<file path="src/rtl/math_adder_carry_save.sv">
// Bit-level full-adder cell: three one-bit inputs compressed to sum and carry.
module math_adder_carry_save (
    input  logic i_a,
    input  logic i_b,
    input  logic i_c,
    output logic ow_sum,
    output logic ow_carry
);

    assign ow_sum   = i_a ^ i_b ^ i_c;
    assign ow_carry = (i_a & i_b) | (i_a & i_c) | (i_b & i_c);

endmodule

</file>
<file path="src/rtl/math_adder_half.sv">
// Bit-level half-adder cell: two one-bit inputs compressed to sum and carry.
module math_adder_half (
    input  logic i_a,
    input  logic i_b,
    output logic ow_sum,
    output logic ow_carry
);

    assign ow_sum   = i_a ^ i_b;
    assign ow_carry = i_a & i_b;

endmodule

</file>
<file path="src/rtl/math_adder_csa_array_reg.sv">
// Registered N-bit carry-save (3:2 or 2:2) compressor array with a resolved
// binary total built from a ripple chain of full-adder cells.
module math_adder_csa_array_reg #(
    parameter int unsigned N = 8
) (
    input  logic         i_clk,
    input  logic         i_rst_n,
    input  logic         i_valid,
    input  logic         i_ha_mode,
    input  logic [N-1:0] i_a,
    input  logic [N-1:0] i_b,
    input  logic [N-1:0] i_c,
    output logic         o_valid,
    output logic [N-1:0] o_sum,
    output logic [N-1:0] o_carry,
    output logic [N+1:0] o_total
);

    localparam int unsigned RW = N + 1;

    logic [N-1:0] fa_sum;
    logic [N-1:0] fa_carry;
    logic [N-1:0] ha_sum;
    logic [N-1:0] ha_carry;
    logic [N-1:0] cmp_sum;
    logic [N-1:0] cmp_carry;

    // Both cells exist at every bit; the mode only steers the mux below.
    for (genvar k = 0; k < int'(N); k++) begin : g_bit
        math_adder_carry_save u_fa (
            .i_a     (i_a[k]),
            .i_b     (i_b[k]),
            .i_c     (i_c[k]),
            .ow_sum  (fa_sum[k]),
            .ow_carry(fa_carry[k])
        );

        math_adder_half u_ha (
            .i_a     (i_a[k]),
            .i_b     (i_b[k]),
            .ow_sum  (ha_sum[k]),
            .ow_carry(ha_carry[k])
        );
    end

    always_comb begin
        cmp_sum   = fa_sum;
        cmp_carry = fa_carry;
        if (i_ha_mode) begin
            cmp_sum   = ha_sum;
            cmp_carry = ha_carry;
        end
    end

    always_ff @(posedge i_clk or negedge i_rst_n) begin
        if (!i_rst_n) begin
            o_valid <= 1'b0;
            o_sum   <= '0;
            o_carry <= '0;
        end else begin
            o_valid <= i_valid;
            if (i_valid) begin
                o_sum   <= cmp_sum;
                o_carry <= cmp_carry;
            end
        end
    end

    // Resolver: carry vector carries weight 2^(k+1), so it enters shifted by one.
    logic [RW-1:0] res_a;
    logic [RW-1:0] res_b;
    logic [RW-1:0] res_sum;

    assign res_a = {1'b0, o_sum};
    assign res_b = {o_carry, 1'b0};

    for (genvar k = 0; k < int'(RW); k++) begin : g_res
        logic cin;
        logic cout;

        if (k == 0) begin : g_first
            assign cin = 1'b0;
        end else begin : g_next
            assign cin = g_res[k-1].cout;
        end

        math_adder_carry_save u_rfa (
            .i_a     (res_a[k]),
            .i_b     (res_b[k]),
            .i_c     (cin),
            .ow_sum  (res_sum[k]),
            .ow_carry(cout)
        );
    end

    assign o_total = {g_res[RW-1].cout, res_sum};

endmodule

</file>
<file path="config.mk">
export PLATFORM = sky130hd
export DESIGN_NAME = math_adder_csa_array_reg
export DESIGN_NICKNAME = d
export VERILOG_FILES = /design/src/rtl/math_adder_carry_save.sv /design/src/rtl/math_adder_half.sv /design/src/rtl/math_adder_csa_array_reg.sv
export SDC_FILE = /design/constraint.sdc
export NUM_CORES = 1
export LEC_CHECK = 0
export CORE_MARGIN = 3
export CORE_UTILIZATION = 44
export DETAILED_ROUTE_END_ITERATION = 10
export DONT_BUFFER_PORTS = 1
export GPL_TIMING_DRIVEN = 0
export PLACE_DENSITY = 0.68
export SLEW_MARGIN = 25
export SYNTH_ARGS = -nofsm -noshare
export SYNTH_HDL_FRONTEND = slang
export SYNTH_SLANG_ARGS = --single-unit
</file>
<file path="constraint.sdc">
create_clock -name i_clk -period 5.88 [get_ports i_clk]
set_input_delay 1.764 -clock i_clk [delete_from_list [all_inputs] [get_ports i_clk]]
set_output_delay 1.764 -clock i_clk [all_outputs]
set_load 0.1 [all_outputs]
</file>
Yosys cells after proc, flatten, opt, wreduce, memory -nomap -nowiden:

Index checks and enable logic that the tools add are counted.

* input bits: 28
* bits in registers: 17
* output and inout port bits: 27
* logic and storage cells: 107

* bitwise logic cells: 102
* mux-type cells: 2

Operators with widths (count)
* 1-bit AND: 44
* 1-bit XOR: 30
* 1-bit bitwise OR: 28
* 8-bit two-way mux: 2

Longest topological paths before layout:

* depth after elaboration: 20
* depth in mapped cells: 9

Hierarchy:

From an unflattened synthesis, not the netlist that was laid out.

* cell total of the unflattened synthesis: 97
* area, all modules: 1222.4 µm²

By module, submodules not included
* math_adder_csa_array_reg: area each 782.0 µm², cells each 72, times used 1, seq. area each 425.4 µm²
* math_adder_carry_save: area each 20.0 µm², cells each 1, times used 17, seq. area each 0.0 µm²
* math_adder_half: area each 12.5 µm², cells each 1, times used 8, seq. area each 0.0 µm²

Worst setup path before layout:

No wires, ideal clock.

* kind: register to output
* from: register o_carry[0]
* to: output o_total[8]
* path slack: 300 ps
* stages on the path, launching flop included: 10
* data arrival time: 3816 ps
* path through: dfrtp_1 ha_1 fa_1 fa_1 fa_1 fa_1 fa_1 fa_1 ha_1 buf_4

* longest elaborated chain between the ends: 20
* elaborated cells on any way between the ends: 26
* classes of those cells: bitwise: 26

RTL lines
* from (decl): line math_adder_csa_array_reg.sv:15 `output logic [N-1:0] o_carry,`
* from (signal assigned): line math_adder_csa_array_reg.sv:64 `o_carry <= cmp_carry;`
* 1-bit AND *: line math_adder_carry_save.sv:11 `assign ow_carry = (i_a & i_b) | (i_a & i_c) | (i_b & i_c);`
* 1-bit AND: line math_adder_carry_save.sv:11
* 1-bit bitwise OR: line math_adder_carry_save.sv:11
* 1-bit bitwise OR *: line math_adder_carry_save.sv:11
* 1-bit AND: line math_adder_carry_save.sv:11
* 1-bit bitwise OR: line math_adder_carry_save.sv:11
* 1-bit bitwise OR *: line math_adder_carry_save.sv:11
* 1-bit AND: line math_adder_carry_save.sv:11
* (+4 left out)
* 1-bit bitwise OR *: line math_adder_carry_save.sv:11
* 1-bit AND: line math_adder_carry_save.sv:11
* 1-bit bitwise OR: line math_adder_carry_save.sv:11
* 1-bit bitwise OR *: line math_adder_carry_save.sv:11
* 1-bit AND: line math_adder_carry_save.sv:11
* 1-bit bitwise OR: line math_adder_carry_save.sv:11
* 1-bit bitwise OR *: line math_adder_carry_save.sv:11
* 1-bit XOR *: line math_adder_carry_save.sv:10 `assign ow_sum = i_a ^ i_b ^ i_c;`
* to (decl): line math_adder_csa_array_reg.sv:16 `output logic [N+1:0] o_total`

Every way passes the cells marked *; elsewhere a longest branch is shown, timed or not.

Final worst setup path:

Same ends and word-level chain as after synthesis.

==> results.md <==
- Pins Over Slew Limit: 0
- CTS tree: yes
- R2R depth: 2
- Crit-path max FO: 3
- Most frequent cells in the layout: buf_4 (25), dfrtp_1 (17), mux2i_1 (16), nor2_1 (16), a21oi_1 (16)
- Hold Fails Final Rpt: 0
- Bufs and invs on worst path: 1
- Gr ovfl total: 0
- Port bufs: 0
- RSZ-0062 raised after global routing: no
- GP Congestion: 0.689
- # rows: 19
- Yosys warning count: 0
- First-pass GRT wire length: 4.15 mm
- Largest net degree at the start of global routing: 18
- Crit path top cell by count: fa_2
- Vias in the first global route: between 900 and 1000
- Drt first pass iters: 2
- GRT Overall Usage: 0.150
- CP Data Required Time: roughly 4 ns
- WHS: 0.581 ns
- Min-delay src: o_sum[1]
- Fin Setup TNS: 0 ns
- Final wirelength: around 2.7 mm
- Syn nets: 172
- DRC: 0
- DP Worst Slack: 0.108 ns
- Die Y-Extent: 61.8 um
- Period utilization: 0.980
- Routed wire per std cell: 17.5 um
- Most common cell after layout, fill and taps aside: buf_4
- Lkg Pwr: just under 0.7 nW
- CTS Buffer Depth: 2
- Setup Skew: 0 ns
- Critical path arrival: 4.00 ns
- Post-Syn Area: about 1400 um2
- Post-route worst setup slack: 0.115 ns
- Fin util: 0.516
- # nets final: 177
- Critical path, cell by cell: ha_1 -> fa_2 -> fa_2 -> fa_2 -> fa_2 -> fa_1 -> fa_1 -> ha_4 -> buf_12
- Vias: 837
- Initial antenna violation count: 0
- Max_cap viols: 0
- Fin crit period: roughly 5.8 ns
- Via/cell ratio: 5.40
- Area grow syn2layout: 7.30%
- Crit. Startpoint: o_carry[0]
- Family with the most delay on the worst path: adder cells
- # IOs: 55
- Slowest-stage cell, CP: fa_1
- Worst path max stage delay: around 0.48 ns
- Post-CTS Setup Bufs: 0
- CTS Hold Bufs: 0
- Worst hold path depth: 2
- Crit end category: output port
- Reg2reg start: o_carry[6]
- Worst vdd rail ir drop: 258 uV
- WS Path Type: flop to output port
- Post-DP HPWL: approximately 2.1 mm
- Pwr Density: 470 nW/um2
- Hold WC Path Type: flop to flop
- Root buffer cell: clkbuf_4
- Worst Max-Slew Pin Slew: approximately 0.88 ns
- Synth cell types: 11
- Core Area: 2850 um2
- Initial Utilization: 0.481
- Register bit total from synthesis: 17
- Crit path launch type: flop
- Share of layout cells above drive strength 1: 0.306
- Final setup vio count: 0
- Die Footprint: between 3000 and 4000 um2
- Syn Area/Cell: 11.4 um2
- Status: finished, final reports clean
- H-tree levels: 1
- Die Span X: ~60 um
- Sequential element share of the synthesized area: 0.310
- ANT cells: 0
- Synth Instances: 120
- Pwr Total: 0.000692 W
- Filler cell count: 277
- DR iter-0 viols: 7
- Antenna Nets Post-Route: 0
- Clock Sinks: 17
- Worst-Skew Late Latency: 0.29 ns
- Worst path depth: 9
- Num CTS Buffers: 3
- Post-CTS Resized: 6
- Fmax: 173 MHz
- Reg clk slew, reported paths: between 0.1 and 0.15 ns
- Slew HR: 0.412
-- flip-flops by register name, indices dropped and copies added, names as in the netlist --
name and flops:
o_valid 1, o_sum 8, o_carry 8
-- through the flow --
step | cell area [um2] | std cells
final | 1470 | 155
after global routing | 1470 | 155
after CTS | 1460 | 155
after detailed placement | 1410 | 151
after global placement | 1410 | 151
after floorplan | 1370 | 120
-- cell type report --
class                           instances  area [um2]  area share
Buffer                                 31         253       0.172
Clock buffer                            4        26.3      0.0179
Multi-Input combinational cell         72         728       0.495
Sequential cell                        17         425       0.289
Tap cell                               31        38.8      0.0264
-- routing by layer --
layer	part of all wire	wire length (um)	global-route usage
met5	0	0	0
met4	0.0037	10	0.0545
met3	0.068	184	0.0372
met2	0.53	1440	0.271
met1	0.40	1070	0.172
-- Yosys cell counts --
cell type  number  share of area
buf_12          1          0.015
buf_2           2         0.0073
buf_4          26           0.14
dfrtp_1        17           0.31
fa_1           14           0.20
clkbuf_1        1         0.0027
nor2_1         16          0.044
a21oi_1        16          0.058
buf_6           1         0.0082
ha_1           10          0.091
mux2i_1        16           0.12
-- cells by family (layout without fill, tap and decap cells) --
group / after synthesis / after routing / share of synthesized area
and+or+nand+nor: 16 / 16 / 0.0438
AOI/OAI and AO/OA: 16 / 16 / 0.0584
buffers and inverters: 31 / 35 / 0.175
DFF: 17 / 17 / 0.310
muxes: 16 / 16 / 0.117
adders and majority gates: 24 / 24 / 0.296
-- final timing paths --
| check | to | slack, ns |
|---|---|---|
| setup / recovery | o_total[8] | 0.12 |
| hold / removal | o_sum[1] | 0.58 |
| setup reg to reg | o_carry[6] | 5.15 |
| hold reg to reg | o_sum[1] | 0.58 |
| max in group asynchronous | o_carry[4] | 4.65 |
| min in group asynchronous | o_sum[7] | 1.15 |
-- worst min-delay path: cells and delay by family, from the launching register on --
kind             cells  cell delay (ns)
flip-flops           1             0.39
AO/OA/AOI/OAI        1             0.10
AND/OR/NAND/NOR      1             0.05
-- power breakdown --
part	internal (W)	leakage, nW	switching, W
logic	0.000103	0.475	0.000374
registers	0.000132	0.193	0.0000188
clock network	0.0000264	0.0150	0.0000382
Power figures use the tool's default switching activity.
